## config.mk

```make
export PLATFORM = sky130hd
export DESIGN_NAME = t03_dpu_frame_scheduler
export DESIGN_NICKNAME = d
export VERILOG_FILES = /design/src/rtl/t03_dpu_pkg.sv /design/src/rtl/t03_dpu_snapshot_regs.sv /design/src/rtl/t03_dpu_frame_scheduler.sv
export SDC_FILE = /design/constraint.sdc
export NUM_CORES = 1
export LEC_CHECK = 0
export BUFFER_PORTS_ARGS = -buffer_cell sky130_fd_sc_hd__buf_2
export CORE_MARGIN = 2
export CORE_UTILIZATION = 38
export DETAILED_ROUTE_END_ITERATION = 16
export PLACE_DENSITY_LB_ADDON = 0.2
export REMOVE_ABC_BUFFERS = 1
export SYNTH_ARGS = -nofsm -noshare
export SYNTH_HDL_FRONTEND = slang
export SYNTH_SLANG_ARGS = --single-unit
export TNS_END_PERCENT = 50
```

## constraint.sdc

```tcl
create_clock -name clk -period 1.4 [get_ports clk]
set_input_delay 0.14 -clock clk [delete_from_list [all_inputs] [get_ports clk]]
set_output_delay 0.14 -clock clk [all_outputs]
set_load 0.05 [all_outputs]
```

## src/rtl/t03_dpu_pkg.sv

```systemverilog
// Shared types and default timing for the display frame scheduler.
// The snapshot struct groups every game-state field latched once per frame.
package t03_dpu_pkg;

  typedef enum logic [1:0] {
    ST_ACTIVE = 2'd0,
    ST_OPEN   = 2'd1,
    ST_DONE   = 2'd2
  } dpu_state_e;

  localparam int unsigned DEF_H_TOTAL  = 1056;
  localparam int unsigned DEF_V_ACTIVE = 600;
  localparam int unsigned DEF_V_TOTAL  = 628;

  typedef struct packed {
    logic [10:0] x1;
    logic [10:0] x2;
    logic [10:0] y1;
    logic [10:0] y2;
    logic [1:0]  p1_state;
    logic [1:0]  p2_state;
    logic        p1_left;
    logic        p2_left;
    logic [2:0]  game_state;
    logic [3:0]  p1_health;
    logic [3:0]  p2_health;
  } snapshot_t;

endpackage

```

## src/rtl/t03_dpu_snapshot_regs.sv

```systemverilog
// Snapshot register bank: captures a full game-state snapshot on load.
// Holds its contents otherwise, so the display sees a stable frame.
module t03_dpu_snapshot_regs
  import t03_dpu_pkg::*;
(
  input  logic      clk,
  input  logic      rst,
  input  logic      load,
  input  snapshot_t d,
  output snapshot_t q
);

  always_ff @(posedge clk) begin
    if (rst) begin
      q <= '0;
    end else if (load) begin
      q <= d;
    end
  end

endmodule

```

## src/rtl/t03_dpu_frame_scheduler.sv

```systemverilog
// Frame scheduler: opens a vblank window for one snapshot handshake per
// frame, flags missed frames, and runs the frame counter and blink.
module t03_dpu_frame_scheduler
  import t03_dpu_pkg::*;
#(
  parameter int unsigned H_TOTAL      = DEF_H_TOTAL,
  parameter int unsigned V_ACTIVE     = DEF_V_ACTIVE,
  parameter int unsigned V_TOTAL      = DEF_V_TOTAL,
  parameter int unsigned BLINK_FRAMES = 30
) (
  input  logic        clk,
  input  logic        rst,
  input  logic [10:0] Hcnt,
  input  logic [10:0] Vcnt,
  input  logic        upd_valid,
  output logic        upd_ready,
  input  logic [10:0] x1,
  input  logic [10:0] x2,
  input  logic [10:0] y1,
  input  logic [10:0] y2,
  input  logic [1:0]  p1State,
  input  logic [1:0]  p2State,
  input  logic        p1Left,
  input  logic        p2Left,
  input  logic [2:0]  gameState,
  input  logic [3:0]  p1health,
  input  logic [3:0]  p2health,
  output logic [10:0] x1_q,
  output logic [10:0] x2_q,
  output logic [10:0] y1_q,
  output logic [10:0] y2_q,
  output logic [1:0]  p1State_q,
  output logic [1:0]  p2State_q,
  output logic        p1Left_q,
  output logic        p2Left_q,
  output logic [2:0]  gameState_q,
  output logic [3:0]  p1health_q,
  output logic [3:0]  p2health_q,
  output logic        frame_start,
  output logic        missed_frame,
  output logic        blink,
  output logic [5:0]  frame_cnt
);

  localparam logic [10:0] H_LAST  = 11'(H_TOTAL - 1);
  localparam logic [10:0] V_LAST  = 11'(V_TOTAL - 1);
  localparam logic [10:0] V_OPEN  = 11'(V_ACTIVE);
  localparam logic [5:0]  FC_LAST = 6'(BLINK_FRAMES - 1);

  dpu_state_e state, state_next;
  logic       eof;
  logic       win_open;
  logic       accept;
  snapshot_t  snap_d;
  snapshot_t  snap_q;

  assign eof      = (Vcnt == V_LAST) && (Hcnt == H_LAST);
  assign win_open = (Vcnt == V_OPEN) && (Hcnt == 11'd0);

  // Ready is a pure decode of the state flop, never of upd_valid.
  assign upd_ready = (state == ST_OPEN);
  assign accept    = upd_ready && upd_valid;

  // Accepting on the end-of-frame cycle itself counts as a delivered frame.
  assign missed_frame = (state == ST_OPEN) && eof && !upd_valid && !rst;

  always_ff @(posedge clk) begin
    if (rst) begin
      state <= ST_ACTIVE;
    end else begin
      state <= state_next;
    end
  end

  always_comb begin
    state_next = state;
    case (state)
      ST_ACTIVE: if (win_open) state_next = ST_OPEN;
      ST_OPEN: begin
        if (eof)         state_next = ST_ACTIVE;
        else if (accept) state_next = ST_DONE;
      end
      ST_DONE:   if (eof) state_next = ST_ACTIVE;
      default:   state_next = ST_ACTIVE;
    endcase
  end

  assign snap_d = {x1, x2, y1, y2, p1State, p2State, p1Left, p2Left,
                   gameState, p1health, p2health};

  t03_dpu_snapshot_regs u_snapshot_regs (
    .clk  (clk),
    .rst  (rst),
    .load (accept),
    .d    (snap_d),
    .q    (snap_q)
  );

  assign x1_q        = snap_q.x1;
  assign x2_q        = snap_q.x2;
  assign y1_q        = snap_q.y1;
  assign y2_q        = snap_q.y2;
  assign p1State_q   = snap_q.p1_state;
  assign p2State_q   = snap_q.p2_state;
  assign p1Left_q    = snap_q.p1_left;
  assign p2Left_q    = snap_q.p2_left;
  assign gameState_q = snap_q.game_state;
  assign p1health_q  = snap_q.p1_health;
  assign p2health_q  = snap_q.p2_health;

  // frame_start lands on the (0,0) cycle following end of frame.
  always_ff @(posedge clk) begin
    if (rst) begin
      frame_start <= 1'b0;
      frame_cnt   <= '0;
      blink       <= 1'b0;
    end else begin
      frame_start <= eof;
      if (frame_start) begin
        if (frame_cnt == FC_LAST) begin
          frame_cnt <= '0;
          blink     <= ~blink;
        end else begin
          frame_cnt <= frame_cnt + 6'd1;
        end
      end
    end
  end

endmodule

```

==> Word-level counts from Yosys, hierarchy flattened <==
Cells that the tools add are included.
W data, S select, Z words.
{ "totals": {"regBits": 71, "out_inout_bits": 71} }
{ "classes": {"addsub": 1, "eq_ne": 9, "mux": 6, "bitwise_logic": 1, "n_reduce_logical": 12} }
{ "ops": {"columns": ["op", "n"], "rows": [
  ["$eq A11 B10 Y1 const B", 2],
  ["$eq A11 B11 Y1 const B", 1],
  ["$logic_not A11 Y1", 1],
  ["$mux W2", 4],
  ["$add A6 B1 Y6 const B", 1],
  ["$eq A6 B5 Y1 const B", 1],
  ["$logic_and A1 B1 Y1", 6],
  ["$mux W6", 1],
  ["$pmux W2 S3", 1],
  ["$ne A2 B2 Y1 const B", 2],
  ["$ne A3 B1 Y1 const B", 1],
  ["$reduce_and A3 Y1", 1],
  ["$eq A2 B1 Y1 const B", 1],
  ["$eq A2 B2 Y1 const B", 1],
  ["$logic_not A1 Y1", 2],
  ["$logic_not A2 Y1", 1],
  ["$reduce_and A2 Y1", 1],
  ["$not A1 Y1", 1]
]} }

==> Logic depth before layout (Yosys ltp) <==
Gate-level depths: netlist of run 1.
{ "logic_depth": {"word_depth": 5, "ltp_mapped": 7, "ltp_nobuf": 6} }

==> Hierarchy <==
A second synthesis of run 1 with hierarchy kept.
{ "hier_totals": {"cells_unflattened": 258, "area_unflattened_um2": 2712.6} }
{ "modules_own_cells": {"columns": ["module", "instances", "cells_per_inst", "area_each_um2", "seq_area_each_um2"], "rows": [
  ["t03_dpu_snapshot_regs", 1, 197, 2195.9, 1221.2],
  ["t03_dpu_frame_scheduler", 1, 61, 516.7, 200.2]
]} }

==> Worst setup path before layout of run 1 <==
No wires, ideal clock.
{ "synth_path": {"path_kind": "register to output", "from": "reg state[0]", "to": "out missed_frame", "arrival_time_ns": 1.969, "setup_slack_ns": -0.709, "stages_incl_launch_ff": 4, "path_buffers": 0, "path_cell_list": "dfxtp_1 -> nor2b_1 -> nand2_1 -> nor2_1"} }
{ "synth_between": {"elab_chain_cells": 4} }
{ "synth_lines": {"columns": ["item", "line", "source"], "rows": [
  ["start, declared", "t03_dpu_frame_scheduler.sv:50", "dpu_state_e state, state_next;"],
  ["start signal, assigned", "t03_dpu_frame_scheduler.sv:71", "state <= state_next;"],
  ["$eq A2 B1 Y1", null, null],
  ["net upd_ready", "t03_dpu_frame_scheduler.sv:16", "output logic upd_ready,"],
  ["$logic_and A1 B1 Y1 (3 in series)", "t03_dpu_frame_scheduler.sv:65", "assign missed_frame = (state == ST_OPEN) && eof && !upd_valid && !rst;"],
  ["end, declared", "t03_dpu_frame_scheduler.sv:40", "output logic missed_frame,"]
]} }
The timed path passes the listed nets, and every way through them passes these cells.

==> Final worst setup path of run 1 <==
{ "layout_path": {"from": "in Hcnt[7]", "to": "out missed_frame"} }
{ "layout_between": {"elab_chain_cells": 5} }
{ "layout_lines": {"columns": ["item", "line", "source"], "rows": [
  ["start, declared", "t03_dpu_frame_scheduler.sv:13", "input logic [10:0] Hcnt,"],
  ["$eq A11 B11 Y1", "t03_dpu_frame_scheduler.sv:57", "assign eof = (Vcnt == V_LAST) && (Hcnt == H_LAST);"],
  ["$logic_and A1 B1 Y1", "t03_dpu_frame_scheduler.sv:57", null],
  ["$logic_and A1 B1 Y1 (3 in series)", "t03_dpu_frame_scheduler.sv:65", null]
]} }
Every way passes these cells.

==> impl_metrics.ini, run 1 <==
[power]
power.switching_w = 0.000811
p_seq_share_pct = 53.7
p_comb_share_pct = 5.1
p_int_w = 0.00295
power_leakage_nw = 1.72
irDropWorstVdd_v = 0.000553
swShare_pct = 21.6
share_clk_of_total_power_pct = 41.2
p_per_area_mw_per_mm2 = 982

[timing]
post-route-period-util_pct = 115
period_needed_ns = 1.62
clock_skew_ns = 0.00701
fin_hold_ws_ns = 0.0333
worst_pin_slew_ns = 0.429
worst_slack_ns = -0.215
hold_violations = 0
maxSlewHeadroom_pct = 71.4
setup_viol = 3
rsz0062_at_grt = yes
fmax_mhz = 619
drv_slew = 0

[critical_path]
slowest_delay_ns = 0.56
r2r.worst_path.cells = 6
crit_fanout = 2
r2r_end = frame_cnt[1]$_SDFFE_PP0P_
worst_ep_required_time_ns = 1.26
cp_top_family = simple AND/OR/NAND/NOR gates
cp-end-kind = output pin
cp_cell_sequence = buf_6 > nor4b_4 > nand3_1 > or4_4 > nor2_4 > buf_8
r2r-start = frame_cnt[1]$_SDFFE_PP0P_
path_class = input port to output pin
reg2reg_slack_ns = 0.13
critPathBufInv = 2
critPathLaunchType = input port
crit_slowest_cell = or4_4
crit_start = Hcnt[7]
arrival_ns = 1.48

[yosys]
yosysSeqAreaShare_pct = 54.9
synth_most_common_cell = nand2_1
synthFlopType = dfxtp_1
synth_commonest_cells = 126 x nand2_1, 71 x dfxtp_1, 62 x a21oi_1
syn_avg_cell_area_um2 = 7.94
synth_mux_area_share_pct = 0
netlist_area_mm2 = 0.00259
synth_top_area_share_pct = 54.9
async_flop_share_pct = 0
synthTopCellsByArea = dfxtp_1 55%, nand2_1 18%, a21oi_1 12%
synth_top_family_by_area = simple AND/OR/NAND/NOR gates
synth_adder_area_share_pct = 0.967
synth_xor_area_share_pct = 2.03
synth_top_area_cell = dfxtp_1
ys_seq_elements = 71
synth_compound_area_share_pct = 12.5
syn_inst = 326
yosys.cell_types.count = 25
synthSimpleGateAreaFrac_pct = 25.8
yosys_warnings = 0
synth_edf_count = 0

[clock_network]
cts_max_path_buffers = 2
tritoncts_num_sinks = 71
clkTransAtPathRegs_ns = 0.07
htreeDepth = 3
cts_root_buf = clkbuf_8
clk_latency_ns = 0.33
numCtsBuffers = 9
cts_tree = done

[route]
vias = 2683
routed_via_density = 4.69
drt_iter0_drc = 108
drtPass1Iterations = 4
drc_errors = 0
drt-total-wl_mm = 6.72
ant_nets = 0
wire_per_inst_um = 11.7

[outcome]
violations = setup timing
status = complete, but fails checks

[cells_and_area]
post-route-util_pct = 57.2
n_antenna_cell = 0
finish.net_count = 575
drive_gt1_share_pct = 39.8
fillers = 658
fin_cells = 572
fin_area_mm2 = 0.00382
area_growth_syn_to_layout_pct = 47.8

[placement]
dpl.cell_count = 553
place_ws_ns = -0.313
place.port_buffers = 156
globalplace.congestion = 0.828
hpwl_mm = 4.84
placed_cell_area_mm2 = 0.00353

[global_route]
overflow = 0
grt_max_degree = 43
grt_pass1_vias = 2284
grt_usage_pct = 17.2
antenna_found_initial = 0
grt_pass1_wl_mm = 10.1

[min_path]
hp-start = x2[6]
holdCritPathClass = input port to register
holdPathEnd = u_snapshot_regs.q[45]$_SDFFE_PP0P_
hold_depth = 3

[floorplanning]
num_io_pins = 157
core_mm2 = 0.00668
initial_utilization_pct = 38.7
dieArea_mm2 = 0.00749
die_w_um = 86.5
row_count = 30
die_h_um = 86.5

[run]
drv_cap = 0
## registers in the layout (all words and copies together) (netlist names)
name,flops
state,2
frame_start,1
frame_cnt,6
u_snapshot_regs.q,61
blink,1
## layer usage
metal / wire, um / track usage [%] / up-vias / share of wire (%)
li1: - / - / 1383 / -
met1: 2840 / 21.1 / 1200 / 42
met2: 3360 / 28.5 / 89 / 50
met3: 397 / 4.29 / 11 / 5.9
met4: 116 / 7.95 / 0 / 1.7
met5: 0 / 0 / - / 0
## cell type report
type	instances	area [um2]	share of cell area, %
Sequential cell	71	1420	37.2
Multi-Input combinational cell	231	1110	29.1
Timing Repair Buffer	172	995	26.0
Clock buffer	10	128	3.34
Tap cell	80	100	2.62
Clock inverter	6	61.3	1.60
Inverter	2	7.51	0.196
## worst max path at each step
| stage | endpoint | slack (ns) | cells past startpoint |
|---|---|---|---|
| after floorplan | u_snapshot_regs.q[0]$_SDFFE_PP0P_ | -1.25 | 4 |
| after global placement | missed_frame | -0.28 | 6 |
| after detailed placement | missed_frame | -0.31 | 6 |
| after CTS | missed_frame | -0.20 | 6 |
| after global routing | missed_frame | -0.27 | 6 |
| final | missed_frame | -0.22 | 6 |
## power groups by stage
| stage | clock network (W) | logic (W) | registers, W |
|---|---|---|---|
| finish | 0.00155 | 0.000190 | 0.00202 |
| floorplan | 0 | 0.0000140 | 0.00206 |
| CTS | 0.00161 | 0.000183 | 0.00202 |
| global route | 0.00168 | 0.000210 | 0.00202 |
| detailed placement | 0 | 0.000173 | 0.00206 |
| global placement | 0 | 0.000171 | 0.00206 |
## stage by stage
stage	power [W]	setup TNS [ns]
after global placement	0.00224	-0.284
after detailed placement	0.00224	-0.352
after global routing	0.00391	-0.483
after floorplan	0.00208	-79.65
after CTS	0.00381	-0.202
final	0.00376	-0.324
## logic make-up after synthesis
logic type,count (synthesis)
and+or+nand+nor,159
adders and majority gates,2
xor gates and xnor gates,6
buffers and inverters,24
AOI/OAI and AO/OA,64
DFF,71
## what timing repair did
item                                    in CTS  in global routing
endpoints found under the setup margin       2                  2
pin swaps                                    5                  1
buffers inserted                             2                  1
hold buffers                                 0                  0
resized for setup                            9                  8
## cells in the final DEF (no fill, tap or decap), types with 2 or more instances in the layout
cell	count
buf_6	5
clkinv_2	3
clkbuf_8	9
a21oi_1	62
nor3_1	2
nand2_1	125
nor4_1	2
buf_12	4
xor2_1	3
inv_1	2
nor2_1	12
ha_1	2
xnor2_1	3
dfxtp_1	71
buf_4	13
nand4_1	5
buf_2	149
## worst min-delay path, stage by stage
cell and delay (ns):
buf_2 0.09, nand2_1 0.04, a21oi_1 0.05
(Power assumes the default switching activity.)
==> run 2: changes to the inputs <==
Settings changed: CORE_ASPECT_RATIO set to 1.75.
==> run 2 against run 1 <==
Via count is 1.6% higher. Register-to-register slack hardly changed. The run still ends with setup timing left. Setup slack better by 0.030 ns. Die area is 0.35% higher. Largest cell class unchanged. Sequential power hardly changed. Count of clock-buffer cells in the layout is 5 higher.
==> impl_metrics.ini, run 2 (synthesized netlist as in run 1, its figures left out) <==
[cells_and_area]
largest_register_ff_count = 61
final_cell_mix = 152 x buf_2, 125 x nand2_1, 71 x dfxtp_1
regMostFlops = u_snapshot_regs.q
n_antenna_cell = 0
top_regs = u_snapshot_regs.q x61, frame_cnt x6, state x2
finish.net_count = 575
fin_area_mm2 = 0.00391
fillers = 650
drive_gt1_share_pct = 39.7
fin_cells = 573
area_growth_syn_to_layout_pct = 50.8
mostFrequentLayoutCell = buf_2
seq_area_mm2 = 0.00142
multi_input_area_mm2 = 0.00113

[timing]
setup_viol = 1
maxSlewHeadroom_pct = 79.7
worst_pin_slew_ns = 0.305
fin_hold_ws_ns = 0.0485
period_needed_ns = 1.59
rsz0062_at_grt = yes
worst_slack_ns = -0.185
clock_skew_ns = 0.00397
drv_slew = 0
hold_violations = 0
post-route-period-util_pct = 113
fmax_mhz = 631

[route]
top_layer = met4
ant_nets = 0
wire_per_inst_um = 12.8
drc_errors = 0
routed_via_density = 4.76
wl_met2_mm = 4.14
drt_iter0_drc = 91
drtPass1Iterations = 4
vias = 2726
drt-total-wl_mm = 7.33
dr_wl_met3_um = 380
wl_met1_mm = 2.57

[power]
p_total_w = 0.00429
power_leakage_nw = 1.75
irDropWorstVdd_v = 0.000652
p_per_area_mw_per_mm2 = 1100

[global_route]
grt_pass1_vias = 2598
grt_max_degree = 33
grt_usage_pct = 19.8
antenna_found_initial = 0
grt_pass1_wl_mm = 11.3
overflow = 0

[clock_network]
ctsHoldBuffers = 0
cts_max_path_buffers = 2
clk_latency_ns = 0.32
htreeDepth = 3
cts_tree = done
tritoncts_num_sinks = 71
clkTransAtPathRegs_ns = 0.05
numCtsBuffers = 9
cts_root_buf = clkbuf_16

[critical_path]
worst_ep_required_time_ns = 1.26
reg2reg_slack_ns = 0.12
cp-end-kind = output pin
path_class = input port to output pin
critPathLaunchType = input port
crit_fanout = 2
arrival_ns = 1.45

[floorplanning]
initial_utilization_pct = 39.6
dieArea_mm2 = 0.00751
num_io_pins = 157
core_mm2 = 0.00654
row_count = 39
die_w_um = 66.4
die_h_um = 113

[placement]
hpwl_mm = 5.34
place.port_buffers = 156
place_ws_ns = -0.404
dpl.cell_count = 556
globalplace.congestion = 0.759
placed_cell_area_mm2 = 0.00353

[outcome]
status = complete, but fails checks
violations = setup timing

[min_path]
holdCritPathClass = input port to register

[run]
drv_cap = 0
[run 2: cell type report]
| class | instances | share of cell area (%) |
|---|---|---|
| Clock buffer | 15 | 7.11 |
| Inverter | 2 | 0.192 |
| Multi-Input combinational cell | 231 | 29.0 |
| Sequential cell | 71 | 36.4 |
| Tap cell | 82 | 2.63 |
| Timing Repair Buffer | 172 | 24.7 |
[run 2: critical path: stages]
cell and delay, ns:
buf_6 0.10, nor4bb_4 0.30, nand3_2 0.13, or4_4 0.51, nor2_4 0.11, buf_8 0.15
[run 2: final timing paths]
kind	startpoint	to	cells past startpoint
hold reg to reg	u_snapshot_regs.q[57]$_SDFFE_PP0P_	u_snapshot_regs.q[57]$_SDFFE_PP0P_	2
setup reg to reg	state[0]$_SDFFE_PP0P_	u_snapshot_regs.q[16]$_SDFFE_PP0P_	5
setup / recovery	Vcnt[7]	missed_frame	6
hold / removal	p1Left	u_snapshot_regs.q[12]$_SDFFE_PP0P_	3
[run 2: timing repair]
action,in CTS,in global routing
cloned,0,0
endpoints found under the setup margin,2,3
gates resized for setup,11,6
pin swaps,4,3
buffers inserted,1,1
[run 2: routing by layer]
metal	up-vias	track usage, %
met4	0	11.8
li1	1384	-
met5	-	0
met3	17	3.48
met1	1237	19.4
met2	88	36.7
[run 2: metrics by stage]
step	util (%)	setup TNS, ns
2_1_floorplan	-	-79.65
3_3_place_gp	53.9	-0.542
3_5_place_dp	53.9	-0.937
4_1_cts	59.1	-0.191
5_1_grt	59.7	-0.232
6_report	59.7	-0.185
[run 2: report_power, final]
group | total [W] | switching [W] | internal, W
clock network | 0.00207 | 0.000739 | 0.00133
logic | 0.000194 | 0.0000858 | 0.000108
registers | 0.00202 | 0.000000000135 | 0.00202
total | 0.00429 | 0.000824 | 0.00347
==> run 3: changes to the inputs <==
Settings changed: CORE_MARGIN 2 to 5, RECOVER_POWER set to 50.
==> run 3 against run 2 <==
The run still ends with setup timing left. Sequential power about the same. Routed wire length rose by 2.9%. Sequential cell count is the same. Power down 1.5%. Maximum frequency rose by 6.8%. First-iteration DRC count up 79%. Register-to-register slack worse by 0.05 ns. Clock skew is 0.00098 ns lower. Combinational power shrank 7%. Count of clock-buffer cells in the layout fell by 2. Critical endpoint unchanged. Largest cell class unchanged.
==> impl_metrics.ini, run 3 (synthesized netlist as in run 1, its figures left out) <==
[floorplanning]
num_io_pins = 157
dieArea_mm2 = 0.00863
die_h_um = 119
die_w_um = 72.4
row_count = 39
initial_utilization_pct = 39.3
core_mm2 = 0.00659

[route]
wire_per_inst_um = 13.3
drt_iter0_drc = 163
drt-total-wl_mm = 7.54
drtPass1Iterations = 6
vias = 2651
ant_nets = 0
routed_via_density = 4.68
drc_errors = 0

[power]
p_comb_share_pct = 4.3
irDropWorstVdd_v = 0.000806
power_leakage_nw = 1.58
p_int_w = 0.00340
swShare_pct = 19.6
p_seq_share_pct = 47.9
power.switching_w = 0.000826
p_per_area_mw_per_mm2 = 1110
share_clk_of_total_power_pct = 47.8

[placement]
place.port_buffers = 156
dpl.cell_count = 553
hpwl_mm = 5.53
globalplace.congestion = 0.715
placed_cell_area_mm2 = 0.00350

[timing]
hold_violations = 0
maxSlewHeadroom_pct = 59.0
period_needed_ns = 1.48
fmax_mhz = 674
worst_pin_slew_ns = 0.618
clock_skew_ns = 0.00299
rsz0062_at_grt = yes
setup_viol = 1
drv_slew = 0
worst_slack_ns = -0.0842
fin_hold_ws_ns = 0.0497
post-route-period-util_pct = 106

[outcome]
violations = setup timing
status = complete, but fails checks

[critical_path]
path_class = input port to output pin
arrival_ns = 1.34
worst_ep_required_time_ns = 1.26
critPathLaunchType = input port
crit_fanout = 2
cp-end-kind = output pin

[global_route]
grt_max_degree = 62
grt_pass1_vias = 2369
overflow = 0
antenna_found_initial = 0
grt_usage_pct = 17.3
grt_pass1_wl_mm = 11.6

[clock_network]
post-cts-setup-buffers = 0
cts_root_buf = clkbuf_16
clkTransAtPathRegs_ns = 0.05
clk_latency_ns = 0.32
htreeDepth = 3
numCtsBuffers = 9
tritoncts_num_sinks = 71
cts_tree = done
cts_max_path_buffers = 2
ctsHoldBuffers = 0

[cells_and_area]
regMostFlops = u_snapshot_regs.q
drive_gt1_share_pct = 34.4
final_cell_mix = 125 x nand2_1, 86 x buf_2, 71 x dfxtp_1
top_regs = u_snapshot_regs.q x61, frame_cnt x6, state x2
largest_register_ff_count = 61
area_growth_syn_to_layout_pct = 47.3
finish.net_count = 570
fin_area_mm2 = 0.00381
n_antenna_cell = 0
mostFrequentLayoutCell = nand2_1
fin_cells = 567

[run]
drv_cap = 0

[min_path]
holdCritPathClass = input port to register
==> run 3: changes by cell type in the layout (fill, tap and decap cells not counted), moves of 5 or more <==
cell	delta
buf_2	-66
buf_4	-5
clkbuf_1	+19
clkbuf_2	+44
==> run 3: worst max-delay path, cell delays in order <==
cell	delay [ns]
buf_6	0.09
nor4bb_2	0.26
nand3_1	0.14
or4_4	0.46
nor2_4	0.11
buf_8	0.15
==> run 3: path summary, 6_finish.rpt <==
check / startpoint / end / slack, ns / cells past startpoint
hold reg to reg: u_snapshot_regs.q[55]$_SDFFE_PP0P_ / u_snapshot_regs.q[55]$_SDFFE_PP0P_ / 0.45 / 2
hold / removal: p2State[0] / u_snapshot_regs.q[13]$_SDFFE_PP0P_ / 0.05 / 3
setup reg to reg: frame_cnt[1]$_SDFFE_PP0P_ / frame_cnt[1]$_SDFFE_PP0P_ / 0.07 / 6
setup / recovery: Vcnt[10] / missed_frame / -0.08 / 6
==> run 3: what timing repair did <==
| item | in CTS | in global routing |
|---|---|---|
| endpoints found under the setup margin | 2 | 63 |
| gates resized for setup | 8 | 8 |
| pin swaps | 4 | 2 |
| gates cloned | 0 | 0 |
==> run 3: per-stage QoR <==
| step | util [%] | TNS [ns] | total power, W | worst slack [ns] |
|---|---|---|---|---|
| global route | 57.9 | -0.555 | 0.00438 | -0.128 |
| finish | 57.9 | -0.0842 | 0.00422 | -0.0842 |
| detailed placement | 53.2 | -0.506 | 0.00224 | -0.338 |
| global placement | 53.2 | -0.468 | 0.00224 | -0.344 |
| CTS | 57.7 | -0.197 | 0.00428 | -0.197 |
| floorplan | - | -79.65 | 0.00208 | -1.25 |
==> run 3: power by group through the flow <==
stage | Combinational [W] | Clock [W] | Sequential, W
after detailed placement | 0.000173 | 0 | 0.00206
after CTS | 0.000176 | 0.00208 | 0.00202
after global routing | 0.000200 | 0.00216 | 0.00202
final | 0.000181 | 0.00202 | 0.00202
after floorplan | 0.0000140 | 0 | 0.00206
after global placement | 0.000170 | 0 | 0.00206
==> run 3: layer usage <==
metal  share of wire, %  GRT usage (%)
met3                7.5           6.49
met4                2.4           7.51
met2                 55           29.9
met1                 35           18.5
met5                  0              0
==> run 3: layout make-up <==
cell class	count	area (um2)
fill	653	2770
inverter	2	7.51
timing repair buffer	167	906
clock buffer	13	260
multi-input combinational	231	1110
tap	82	103
sequential	71	1420
clock inverter	1	5.00
